--- config.mk ---
export PLATFORM = sky130hd
export DESIGN_NAME = tdm_demux8_flat
export DESIGN_NICKNAME = d
export VERILOG_FILES = /design/src/rtl/tdm_demux8_if.sv /design/src/rtl/tdm_demux8.sv /design/src/flat_wrapper.sv
export SDC_FILE = /design/constraint.sdc
export NUM_CORES = 1
export LEC_CHECK = 0
export ABC_CLOCK_PERIOD_IN_PS = 4800
export CORE_MARGIN = 2
export CORE_UTILIZATION = 56
export DETAILED_ROUTE_END_ITERATION = 6
export MAX_ROUTING_LAYER = met4
export PLACE_DENSITY_LB_ADDON = 0.12
export SLEW_MARGIN = 30
export SYNTH_ARGS = -nofsm -noshare
export SYNTH_HDL_FRONTEND = slang
export SYNTH_SLANG_ARGS = --single-unit
--- constraint.sdc ---
create_clock -name clk -period 4.8 [get_ports clk]
set_input_delay 1.44 -clock clk [delete_from_list [all_inputs] [get_ports clk]]
set_output_delay 1.44 -clock clk [all_outputs]
set_load 0.02 [all_outputs]
--- src/rtl/tdm_demux8_if.sv ---
// Serial-link side and parallel-channel side of the 8:1 TDM demultiplexer.
//   din, din_valid, sync   : serial slot bit, its qualifier and the slot-0 marker
//   d0..d7                 : last complete frame, one bit per channel
//   s2,s1,s0               : slot expected next (s2 = MSB)
//   locked                 : receiver is aligned to the frame
//   frame_valid, sync_err  : one-cycle event pulses
// master = link/consumer side, slave = the demultiplexer.
interface tdm_demux8_if;
   logic din;
   logic din_valid;
   logic sync;
   logic d0, d1, d2, d3, d4, d5, d6, d7;
   logic s2, s1, s0;
   logic locked;
   logic frame_valid;
   logic sync_err;

   modport master (
      output din, din_valid, sync,
      input  d0, d1, d2, d3, d4, d5, d6, d7,
      input  s2, s1, s0, locked, frame_valid, sync_err
   );

   modport slave (
      input  din, din_valid, sync,
      output d0, d1, d2, d3, d4, d5, d6, d7,
      output s2, s1, s0, locked, frame_valid, sync_err
   );
endinterface

--- src/rtl/tdm_demux8.sv ---
// Receive end of the 8:1 TDM channel mux. Tracks the slot of each valid serial
// bit, assembles a shadow frame and publishes all 8 channels in parallel when
// slot 7 arrives. Drops back to HUNT after IDLE_LIMIT idle cycles while locked.
// Ports:
//   clk  : rising-edge clock
//   rst  : asynchronous active-high reset
//   bus  : tdm_demux8_if.slave (serial input, channel outputs, status)
module tdm_demux8 #(
   parameter int unsigned IDLE_W     = 4,
   parameter int unsigned IDLE_LIMIT = 15
) (
   input  logic          clk,
   input  logic          rst,
   tdm_demux8_if.slave   bus
);

   localparam int unsigned SLOT_W = 3;
   localparam int unsigned FRAME_W = 8;
   localparam bit IDLE_EN = (IDLE_LIMIT != 0);
   localparam logic [IDLE_W-1:0] IDLE_LAST = IDLE_W'(IDLE_LIMIT - 1);

   typedef enum logic {
      HUNT   = 1'b0,
      LOCKED = 1'b1
   } state_t;

   state_t              state, state_nxt;
   logic [SLOT_W-1:0]   slot_q, slot_nxt;
   logic [FRAME_W-1:0]  shadow_q, shadow_nxt;
   logic [FRAME_W-1:0]  dout_q, dout_nxt;
   logic                fv_q, fv_nxt;
   logic                err_q, err_nxt;
   logic [IDLE_W-1:0]   idle_q, idle_nxt;
   logic                idle_hit;

   // Last idle cycle of the allowed gap: this edge drops the lock.
   assign idle_hit = IDLE_EN && (state == LOCKED) && !bus.din_valid && (idle_q == IDLE_LAST);

   // State register
   always_ff @(posedge clk or posedge rst) begin
      if (rst) state <= HUNT;
      else     state <= state_nxt;
   end

   // Next-state logic
   always_comb begin
      state_nxt = state;
      case (state)
         HUNT:    if (bus.din_valid && bus.sync) state_nxt = LOCKED;
         LOCKED:  if (idle_hit)                  state_nxt = HUNT;
         default: state_nxt = HUNT;
      endcase
   end

   // Datapath/output next values
   always_comb begin
      slot_nxt   = slot_q;
      shadow_nxt = shadow_q;
      dout_nxt   = dout_q;
      fv_nxt     = 1'b0;
      err_nxt    = 1'b0;
      idle_nxt   = idle_q;
      case (state)
         HUNT: begin
            idle_nxt = '0;
            // Shadow is already clear in HUNT, so loading slot 0 is a full reload.
            if (bus.din_valid && bus.sync) begin
               shadow_nxt = {7'b0, bus.din};
               slot_nxt   = SLOT_W'(1);
            end
         end
         LOCKED: begin
            if (bus.din_valid) begin
               idle_nxt = '0;
               if (bus.sync && (slot_q != '0)) begin
                  // Misaligned sync (including slot 7): drop the partial frame, realign.
                  err_nxt    = 1'b1;
                  shadow_nxt = {7'b0, bus.din};
                  slot_nxt   = SLOT_W'(1);
               end else begin
                  shadow_nxt[slot_q] = bus.din;
                  slot_nxt           = slot_q + SLOT_W'(1);
                  if (slot_q == SLOT_W'(7)) begin
                     // Slot 7 bit goes straight to d7 on the publishing edge.
                     dout_nxt = {bus.din, shadow_q[6:0]};
                     fv_nxt   = 1'b1;
                  end
               end
            end else if (idle_hit) begin
               idle_nxt   = '0;
               slot_nxt   = '0;
               shadow_nxt = '0;
            end else if (idle_q != '1) begin
               idle_nxt = idle_q + IDLE_W'(1);
            end
         end
         default: begin
            idle_nxt = '0;
         end
      endcase
   end

   // Datapath/output registers
   always_ff @(posedge clk or posedge rst) begin
      if (rst) begin
         slot_q   <= '0;
         shadow_q <= '0;
         dout_q   <= '0;
         fv_q     <= 1'b0;
         err_q    <= 1'b0;
         idle_q   <= '0;
      end else begin
         slot_q   <= slot_nxt;
         shadow_q <= shadow_nxt;
         dout_q   <= dout_nxt;
         fv_q     <= fv_nxt;
         err_q    <= err_nxt;
         idle_q   <= idle_nxt;
      end
   end

   assign bus.d0          = dout_q[0];
   assign bus.d1          = dout_q[1];
   assign bus.d2          = dout_q[2];
   assign bus.d3          = dout_q[3];
   assign bus.d4          = dout_q[4];
   assign bus.d5          = dout_q[5];
   assign bus.d6          = dout_q[6];
   assign bus.d7          = dout_q[7];
   assign bus.s2          = slot_q[2];
   assign bus.s1          = slot_q[1];
   assign bus.s0          = slot_q[0];
   assign bus.locked      = (state == LOCKED);
   assign bus.frame_valid = fv_q;
   assign bus.sync_err    = err_q;

endmodule

--- src/flat_wrapper.sv ---
// flat-port wrapper written by rule: the top's interface ports become plain ports
module tdm_demux8_flat 
#(
   parameter int unsigned IDLE_W     = 4,
   parameter int unsigned IDLE_LIMIT = 15
)
  (clk, rst, bus_din, bus_din_valid, bus_sync, bus_d0, bus_d1, bus_d2, bus_d3, bus_d4, bus_d5, bus_d6, bus_d7, bus_s2, bus_s1, bus_s0, bus_locked, bus_frame_valid, bus_sync_err);
  tdm_demux8_if bus_i ();
  input  logic clk;
  input  logic rst;
  input wire logic [$bits(bus_i.din)-1:0] bus_din;
  input wire logic [$bits(bus_i.din_valid)-1:0] bus_din_valid;
  input wire logic [$bits(bus_i.sync)-1:0] bus_sync;
  output wire logic [$bits(bus_i.d0)-1:0] bus_d0;
  output wire logic [$bits(bus_i.d1)-1:0] bus_d1;
  output wire logic [$bits(bus_i.d2)-1:0] bus_d2;
  output wire logic [$bits(bus_i.d3)-1:0] bus_d3;
  output wire logic [$bits(bus_i.d4)-1:0] bus_d4;
  output wire logic [$bits(bus_i.d5)-1:0] bus_d5;
  output wire logic [$bits(bus_i.d6)-1:0] bus_d6;
  output wire logic [$bits(bus_i.d7)-1:0] bus_d7;
  output wire logic [$bits(bus_i.s2)-1:0] bus_s2;
  output wire logic [$bits(bus_i.s1)-1:0] bus_s1;
  output wire logic [$bits(bus_i.s0)-1:0] bus_s0;
  output wire logic [$bits(bus_i.locked)-1:0] bus_locked;
  output wire logic [$bits(bus_i.frame_valid)-1:0] bus_frame_valid;
  output wire logic [$bits(bus_i.sync_err)-1:0] bus_sync_err;
  assign bus_i.din = bus_din;
  assign bus_i.din_valid = bus_din_valid;
  assign bus_i.sync = bus_sync;
  assign bus_d0 = bus_i.d0;
  assign bus_d1 = bus_i.d1;
  assign bus_d2 = bus_i.d2;
  assign bus_d3 = bus_i.d3;
  assign bus_d4 = bus_i.d4;
  assign bus_d5 = bus_i.d5;
  assign bus_d6 = bus_i.d6;
  assign bus_d7 = bus_i.d7;
  assign bus_s2 = bus_i.s2;
  assign bus_s1 = bus_i.s1;
  assign bus_s0 = bus_i.s0;
  assign bus_locked = bus_i.locked;
  assign bus_frame_valid = bus_i.frame_valid;
  assign bus_sync_err = bus_i.sync_err;
  tdm_demux8 #(.IDLE_W(IDLE_W), .IDLE_LIMIT(IDLE_LIMIT)) u_core (.clk(clk), .rst(rst), .bus(bus_i));
endmodule
== Word-level counts from Yosys, hierarchy flattened ==
Cells that the tools add are included.

* Word-level logic and storage cells: 55
* Register bits after elaboration: 26

* Bitwise logic cells: 2
* Multiplexer cells: 27
* Reduce and logical (&&, ||, !) cells: 9
* Magnitude comparators: 2
* $add $sub $neg: 2
* Equality and inequality tests: 6

{| class="wikitable"
|+ Operators with widths
! operator !! count
|-
| 2-to-1 mux 8 bit || 4
|-
| one-hot mux 8 bit (2 select lines) || 1
|-
| 2-to-1 mux 3 bit || 4
|-
| 2-to-1 mux 4 bit || 3
|-
| 2-to-1 mux 1 bit || 10
|-
| bitwise mux 8 bit || 1
|-
| inequality test 4 bit (second input constant) || 2
|-
| one-hot mux 4 bit (2 select lines) || 1
|-
| one-hot mux 3 bit (2 select lines) || 1
|-
| logical AND 1 bit || 5
|-
| adder 4 x 1 -> 4 bit (second input constant) || 1
|-
| == test 4 bit (second input constant) || 1
|-
| less-than comparator 3 x 4 -> 1 bit (second input constant) || 1
|-
| AND reduction 4 bit || 1
|-
| adder 3 x 1 -> 3 bit (second input constant) || 1
|-
| demux 1 bit (select 3 bit) || 1
|-
| == test 3 bit (second input constant) || 1
|-
| greater-or-equal comparator 3 x 1 -> 1 bit (second input constant) || 1
|-
| inequality test 3 bit (second input constant) || 1
|-
| nonzero test 3 bit || 1
|-
| inequality test 2 x 1 -> 1 bit (second input constant) || 1
|-
| NOT 1 bit || 2
|-
| one-hot mux 1 bit (2 select lines) || 1
|-
| AND reduction 2 bit || 1
|-
| logical NOT 1 bit || 1
|}

== Depth between registers and ports, before layout ==
Gate-level depths: netlist (run 1).

* Depth after elaboration: 8
* Mapped depth: 7

== Least setup slack after synthesis (run 1) ==
Ideal clock, no wire load.

* Path type: input to register
* Start point: input port bus_din_valid
* End point: register u_core.dout_q[0]
* Cell stages on the path: 6
* Buffers on the path: 2
* Setup time: 0.125 ns
* Slack: 2.308 ns
* Data required time: 4.675 ns
* Arrival time: 2.367 ns
* Path through: clkbuf_2 > nand2_1 > a21oi_2 > and2_4 > buf_8 > mux2_4

* Cells in the longest elaborated chain, start to end: 1

{| class="wikitable"
|+ RTL lines
! item !! RTL line !! text
|-
| start, declared || flat_wrapper.sv:12 || <nowiki>input wire logic [$bits(bus_i.din_valid)-1:0] bus_din_valid;</nowiki>
|-
| AND reduction 4 bit (no source line) || n/a ||
|-
| end signal, assigned || tdm_demux8.sv:115 || <nowiki>dout_q <= dout_nxt;</nowiki>
|-
| end, declared || tdm_demux8.sv:30 || <nowiki>logic [FRAME_W-1:0] dout_q, dout_nxt;</nowiki>
|}

No other way between the ends.
A chain may end at the register's enable or synchronous reset.

== Worst setup path after layout (run 1) ==
* Start point: input port bus_din_valid
* End point: register u_core.dout_q[3]

The elaborated chain is that of the path after synthesis.

==> impl_results.md, run 1 <==
- Number of hold buffers added after CTS: 0
- Seq/Total Area, Yosys: 0.508
- Met3 WL: 67 µm
- Critical path class: primary input to flip-flop
- Clock transition at the registers of the reported paths: 0.13 ns
- Post-synth EDFFs: 0
- Post-Route WL: 1960 µm
- Count leader, synth: dfrtp_1
- Power, Total: 0.000586 W
- Sequential cell fraction of total power: 0.492
- Ports: 19
- CTS tree: yes
- Crit path launch type: primary input
- Final Skew: 0.00587 ns
- DRT Pass-1 Iters: 4
- CTS Root Cell: clkbuf_4
- Antenna Violating Nets Remaining: 0
- Sink Count: 25
- Share of layout cells above drive strength 1: 0.150
- DR iter-0 viols: 12
- Initial Utilization: 0.610
- Uppermost routed layer: met4
- Synth-to-layout area growth: 16.0%
- Slew @ Worst Pin: 0.553 ns
- Status: finished clean
- Pin count of the biggest net entering global routing: 26
- Hold Crit Class: flip-flop to flip-flop
- Post_cts resized: 0
- Worst slew margin: 0.631
- H-tree depth: 1
- Maximum VDD drop: 0.323 mV
- Avg Inst Size Synth: 11.2 µm²
- RSZ-0062 raised after global routing: no
- RePlAce Congestion: 0.752
- Via count: 837
- Maximum fanout along the worst path: 11
- Power per cell area: 410 nW/µm²
- Layout Nets: 138
- Reg2Reg Depth: 6
- Worst hold path startpoint: u_core.shadow_q[4]$_DFFE_PP0P_
- Antenna cells: 0
- Max clock buf depth: 2
- Hold Vio Cnt, Final: 0
- Die X-Extent: 50.9 µm
- Period utilization: 0.625
- Post-Syn Nets: 120
- GRT Overall Usage: 0.180
- Minimum clock period: 3.00 ns
- P_leak: 0.641 nW
- CP Cell Sequence: clkdlybuf4s50_1, nand2_1, a21oi_2, and2_4, mux2_4
- Sw frac: 0.342
- CP Data Required Time: 5.01 ns
- Yosys cell types: 32
- Sw Pwr: 0.000200 W
- Full die area: 2590 µm²
- Synth top area cells: dfrtp_1 (51%), mux2_4 (9.7%), ha_1 (5.1%)
- # rows: 16
- Yosys top cell by area: dfrtp_1
- Fmax: 0.333 GHz
- Vias in the first global route: 754
- Initial antenna violation count: 0
- IO Port Bufs: 18
- Met2 routed WL: 912 µm
- Total core area: 2020 µm²
- R2R Path End: u_core.dout_q[3]$_DFFE_PP0P_
- Final setup TNS: 0 ns
- CP max stage cell: clkdlybuf4s50_1
- Setup violators final: 0
- Internal power: 0.000386 W
- Clock Latency Late Sink: 0.32 ns
- RR Startpoint: u_core.slot_q[0]$_DFFE_PP0P_
- Post-synth top cells: dfrtp_1 (25), inv_1 (12), mux2_4 (8)
- Pre-CTS setup slack: 1.49 ns
- Worst Slack Setup Final: 1.80 ns
- Max incr delay on CP: 0.60 ns
- Max-slew violations: 0
- Routed WL per cell: 12.7 µm
- Comb pwr share: 0.352
- CTS Buf Count: 3
- Syn Std Cell Area: 1230 µm²
- Postcts setup bufs: 0
- Area share of the largest cell type after synthesis: 0.508
- Grt ovf: 0
- DRC: 0
- Clock Power Share: 0.156
- First-pass GRT wire length: 3420 µm
- WHS: 0.525 ns
- #FFs+latches synth: 25
- Worst path arrival time: 3.21 ns
- Syn Inst Count: 110
- Final HPWL DP: 1450 µm
- Final Non-Filler Cells: 154
- Crit end category: flip-flop
- Async SR Flop Fraction: 1.00
- Hold Crit Depth: 1
- Yosys warns: 0
- # placed instances: 150
- Die Y: 50.9 µm
- Drt via density: 5.44
- Worst R2R Setup Slack: 2.70 ns
- Worst hold endpoint: u_core.dout_q[4]$_DFFE_PP0P_
- Ys flop type: dfrtp_1
- Max_cap viols: 0
- Met1 WL: 940 µm
-- logic make-up (layout without fill, tap and decap cells) --
group / count (synthesis) / count (layout) / share of synthesized area
simple gates: 28 / 28 / 0.119
flops: 25 / 25 / 0.508
compound gates: 26 / 26 / 0.146
xor+xnor: 1 / 1 / 0.00711
buf+inv: 17 / 34 / 0.0721
fa+ha+maj: 5 / 5 / 0.0508
mux: 8 / 8 / 0.0975
-- power by group through the flow --
stage	sequential, W	clock [W]	combinational, W
2_1_floorplan	0.000310	0	0.000122
3_3_place_gp	0.000290	0	0.000205
3_5_place_dp	0.000293	0	0.000208
4_1_cts	0.000288	0.0000956	0.000209
5_1_grt	0.000296	0.000101	0.000225
6_report	0.000288	0.0000914	0.000206
-- per-stage QoR --
stage / utilization / instance area [µm²]
finish: 0.707 / 1430
global route: 0.707 / 1430
CTS: 0.707 / 1430
detailed placement: 0.694 / 1400
global placement: 0.694 / 1400
floorplan: - / 1230
-- cell type report --
class	count	area, µm²
fillers	157	592
inverters	12	45.0
clock inverters	1	5.00
clock buffers	3	22.5
multi-input cells	68	518
flip-flops and latches	25	626
repair buffers	18	180
well taps	27	33.8
-- routing by layer --
metal,vias to the layer above,global-route usage
li1,418,-
met2,17,0.284
met4,0,0.0676
met3,5,0.0292
met1,397,0.235
met5,-,-
-- flip-flops by register name, summed over array words and instances, names as in the netlist --
signal / count
u_core.shadow_q: 7
u_core.slot_q: 3
u_core.idle_q: 4
u_core.bus.sync_err: 1
u_core.dout_q: 8
u_core.bus.frame_valid: 1
u_core.bus.locked: 1
-- worst max-delay path by stage --
| stage | start | endpoint | slack [ns] |
|---|---|---|---|
| 2_1_floorplan | bus_din_valid | u_core.dout_q[0]$_DFFE_PP0P_ | 2.31 |
| 3_3_place_gp | bus_din_valid | u_core.dout_q[6]$_DFFE_PP0P_ | 1.53 |
| 3_5_place_dp | bus_din_valid | u_core.dout_q[1]$_DFFE_PP0P_ | 1.49 |
| 4_1_cts | bus_din_valid | u_core.dout_q[3]$_DFFE_PP0P_ | 1.82 |
| 5_1_grt | bus_din_valid | u_core.dout_q[3]$_DFFE_PP0P_ | 1.70 |
| 6_report | bus_din_valid | u_core.dout_q[3]$_DFFE_PP0P_ | 1.80 |
-- cells in the final DEF, fill, tap and decap left out, drive strengths merged, types with 2 or more instances in the layout --
cell / Yosys / layout
a21oi: 8 / 8
a22o: 2 / 2
a31oi: 3 / 3
clkbuf: 1 / 3
clkdlybuf4s50: 0 / 18
dfrtp: 25 / 25
ha: 5 / 5
inv: 12 / 12
mux2: 8 / 8
nand2: 6 / 6
nand3: 6 / 6
nor2: 7 / 7
nor3: 2 / 2
o22ai: 6 / 6
o311ai: 2 / 2
or3: 3 / 3
-- worst max-delay path, delay by kind of cell --
family | cells | cell delay [ns]
buffers and inverters | 1 | 0.60
AO/OA/AOI/OAI | 1 | 0.38
multiplexers | 1 | 0.32
AND/OR/NAND/NOR | 2 | 0.46
Note: power is estimated with default switching activity, not from simulation.
==> run 2, diff against run 1 <==
--- a/config.mk
+++ b/config.mk
@@ -5,9 +5,9 @@
 export SDC_FILE = /design/constraint.sdc
 export NUM_CORES = 1
 export LEC_CHECK = 0
-export ABC_CLOCK_PERIOD_IN_PS = 4800
+export ABC_CLOCK_PERIOD_IN_PS = 2550
 export CORE_MARGIN = 2
-export CORE_UTILIZATION = 56
+export CORE_UTILIZATION = 47
 export DETAILED_ROUTE_END_ITERATION = 6
 export MAX_ROUTING_LAYER = met4
 export PLACE_DENSITY_LB_ADDON = 0.12
==> constraint.sdc (replaced) <==
create_clock -name clk -period 2.55 [get_ports clk]
set_input_delay 0.765 -clock clk [delete_from_list [all_inputs] [get_ports clk]]
set_output_delay 0.765 -clock clk [all_outputs]
set_load 0.02 [all_outputs]
==> run 2 against run 1 <==
Utilization down 12 points; worst hold slack got worse by 0.0041 ns; first-iteration DRC count rose by 67%; die area increased by 18%; sequential power up 88%; combinational power grew 93%; count of clock-buffer cells in the layout increased by 1; highest routed layer unchanged; global-route usage is 3.4 points lower; flip-flop and latch count is the same; via count up 0.24%; largest cell class unchanged; wire length up 4.8%.
==> impl_results.md, run 2 (synthesized netlist as in run 1, its figures left out) <==
- Status: finished clean
- CTS Root Cell: clkbuf_4
- Worst slew margin: 0.635 (+0.00339)
- Routed WL per cell: 12.9 µm (+1.5%)
- IO Port Bufs: 18 (unchanged)
- Worst path arrival time: 1.54 ns (-1.67 ns)
- Final HPWL DP: 1450 µm (+0.43%)
- Hold Vio Cnt, Final: 0 (unchanged)
- # rows: 18 (+2)
- First-pass GRT wire length: 3540 µm (+3.6%)
- Grt ovf: 0 (unchanged)
- Final Skew: 0.00342 ns (-0.00245 ns)
- RSZ-0062 raised after global routing: no
- Biggest regs: u_core.dout_q x8, u_core.shadow_q x7, u_core.idle_q x4
- P_leak: 0.649 nW (+1.3%)
- Clock Latency Late Sink: 0.30 ns (-0.02 ns)
- Postcts setup bufs: 0 (unchanged)
- Antenna cells: 0 (unchanged)
- Number of flip-flops under the largest register name: 8 (unchanged)
- CP Cell Sequence: clkdlybuf4s50_1
- Power per cell area: 764 nW/µm² (+86%)
- Post-Route WL: 2060 µm (+4.8%)
- DRC: 0 (unchanged)
- Leading cell type in the layout, fill and taps excluded: dfrtp_1
- GRT Overall Usage: 0.145 (-0.0345)
- Final setup TNS: 0 ns (unchanged)
- Number of hold buffers added after CTS: 0 (unchanged)
- Post_cts resized: 0 (unchanged)
- Sink Count: 25 (unchanged)
- Via count: 839 (+0.24%)
- Initial Utilization: 0.497 (-0.112)
- Clock transition at the registers of the reported paths: 0.12 ns (about the same)
- Buffers plus inverters on the worst setup path: 1 (unchanged)
- Delay-heaviest family, CP: buffers and inverters
- DR iter-0 viols: 20 (+8)
- Power, Total: 0.00111 W (+89%)
- CP max stage cell: clkdlybuf4s50_1
- Pin count of the biggest net entering global routing: 26 (unchanged)
- CTS Buf Count: 3 (unchanged)
- CP Data Required Time: 1.79 ns (-3.22 ns)
- # placed instances: 155 (+3.3%)
- Max incr delay on CP: 0.67 ns (+0.07 ns)
- Minimum clock period: 2.31 ns
- Share of layout cells above drive strength 1: 0.147 (-0.00232)
- Maximum fanout along the worst path: 12 (+1)
- Max_cap viols: 0 (unchanged)
- Max clock buf depth: 2 (unchanged)
- WHS: 0.521 ns (-0.00413 ns)
- Final Non-Filler Cells: 159 (+3.2%)
- Drt via density: 5.28 (-2.9%)
- Crit path launch type: flip-flop
- Critical path class: flip-flop to primary output
- Most frequent cells in the layout: dfrtp_1 (25), clkdlybuf4s50_1 (18), inv_1 (12), mux2_4 (8)
- Synth-to-layout area growth: 17.5%
- CTS tree: yes
- Fmax: 0.434 GHz
- Final core occ: 0.584 (-0.123)
- Layout Nets: 140 (+1.4%)
- H-tree depth: 1 (unchanged)
- Vias in the first global route: 797 (+5.7%)
- Most flop-heavy register: u_core.dout_q
- Die Y: 55.2 µm (+8.4%)
- Full die area: 3050 µm² (+18%)
- Maximum VDD drop: 0.522 mV (+61%)
- Die X-Extent: 55.2 µm (+8.4%)
- RePlAce Congestion: 0.782 (+4.0%)
- Slew @ Worst Pin: 0.548 ns (-0.00509 ns)
- Hold Crit Class: flip-flop to flip-flop
- Max-slew violations: 0 (unchanged)
- Total core area: 2480 µm² (+23%)
- DRT Pass-1 Iters: 4 (unchanged)
- Setup violators final: 0 (unchanged)
- Antenna Violating Nets Remaining: 0 (unchanged)
- Crit end category: primary output
- Initial antenna violation count: 0 (unchanged)
- Ports: 19 (unchanged)
- Period utilization: 0.904
-- run 2: cell types whose count changed in the layout (fill, tap and decap cells not counted), sizes merged --
cell    previous run  this run
clkinv             1         0
clkbuf             3         4
buf                0         2
-- run 2: stage by stage --
stage,instance area (µm²),worst slack (ns)
2_1_floorplan,1230,0.733
3_3_place_gp,1420,0.229
3_5_place_dp,1420,0.207
4_1_cts,1450,0.241
5_1_grt,1450,0.166
6_report,1450,0.244
-- run 2: final cells by class --
cell class | instances | area (µm²)
fill | 224 | 1030
tap | 30 | 37.5
sequential | 25 | 626
clock buffer | 4 | 26.3
timing repair buffer | 20 | 195
inverter | 12 | 45.0
multi-input combinational | 68 | 518
-- run 2: routing by layer --
layer | vias to the layer above | GRT usage | part of all wire
met5 | - | - | 0
met4 | 0 | 0.0523 | 0.0073
met1 | 402 | 0.207 | 0.52
li1 | 423 | - | -
met2 | 12 | 0.213 | 0.44
met3 | 2 | 0.0211 | 0.031
-- run 2: power breakdown --
part | leakage [nW] | switching, W | internal [W]
logic | 0.302 | 0.000191 | 0.000206
clock network | 0.0150 | 0.000107 | 0.0000610
registers | 0.332 | 0.0000756 | 0.000465
-- run 2: worst paths after layout --
path / startpoint / endpoint / slack, ns / cells past startpoint
max: u_core.slot_q[2]$_DFFE_PP0P_ / bus_s2 / 0.24 / 1
min: u_core.shadow_q[1]$_DFFE_PP0P_ / u_core.dout_q[1]$_DFFE_PP0P_ / 0.52 / 1
max in group asynchronous: rst / u_core.shadow_q[2]$_DFFE_PP0P_ / 1.52 / 3
min in group asynchronous: rst / u_core.idle_q[3]$_DFFE_PP0P_ / 0.79 / 3
max reg2reg: u_core.slot_q[0]$_DFFE_PP0P_ / u_core.dout_q[2]$_DFFE_PP0P_ / 0.73 / 6
min reg2reg: u_core.shadow_q[1]$_DFFE_PP0P_ / u_core.dout_q[1]$_DFFE_PP0P_ / 0.52 / 1
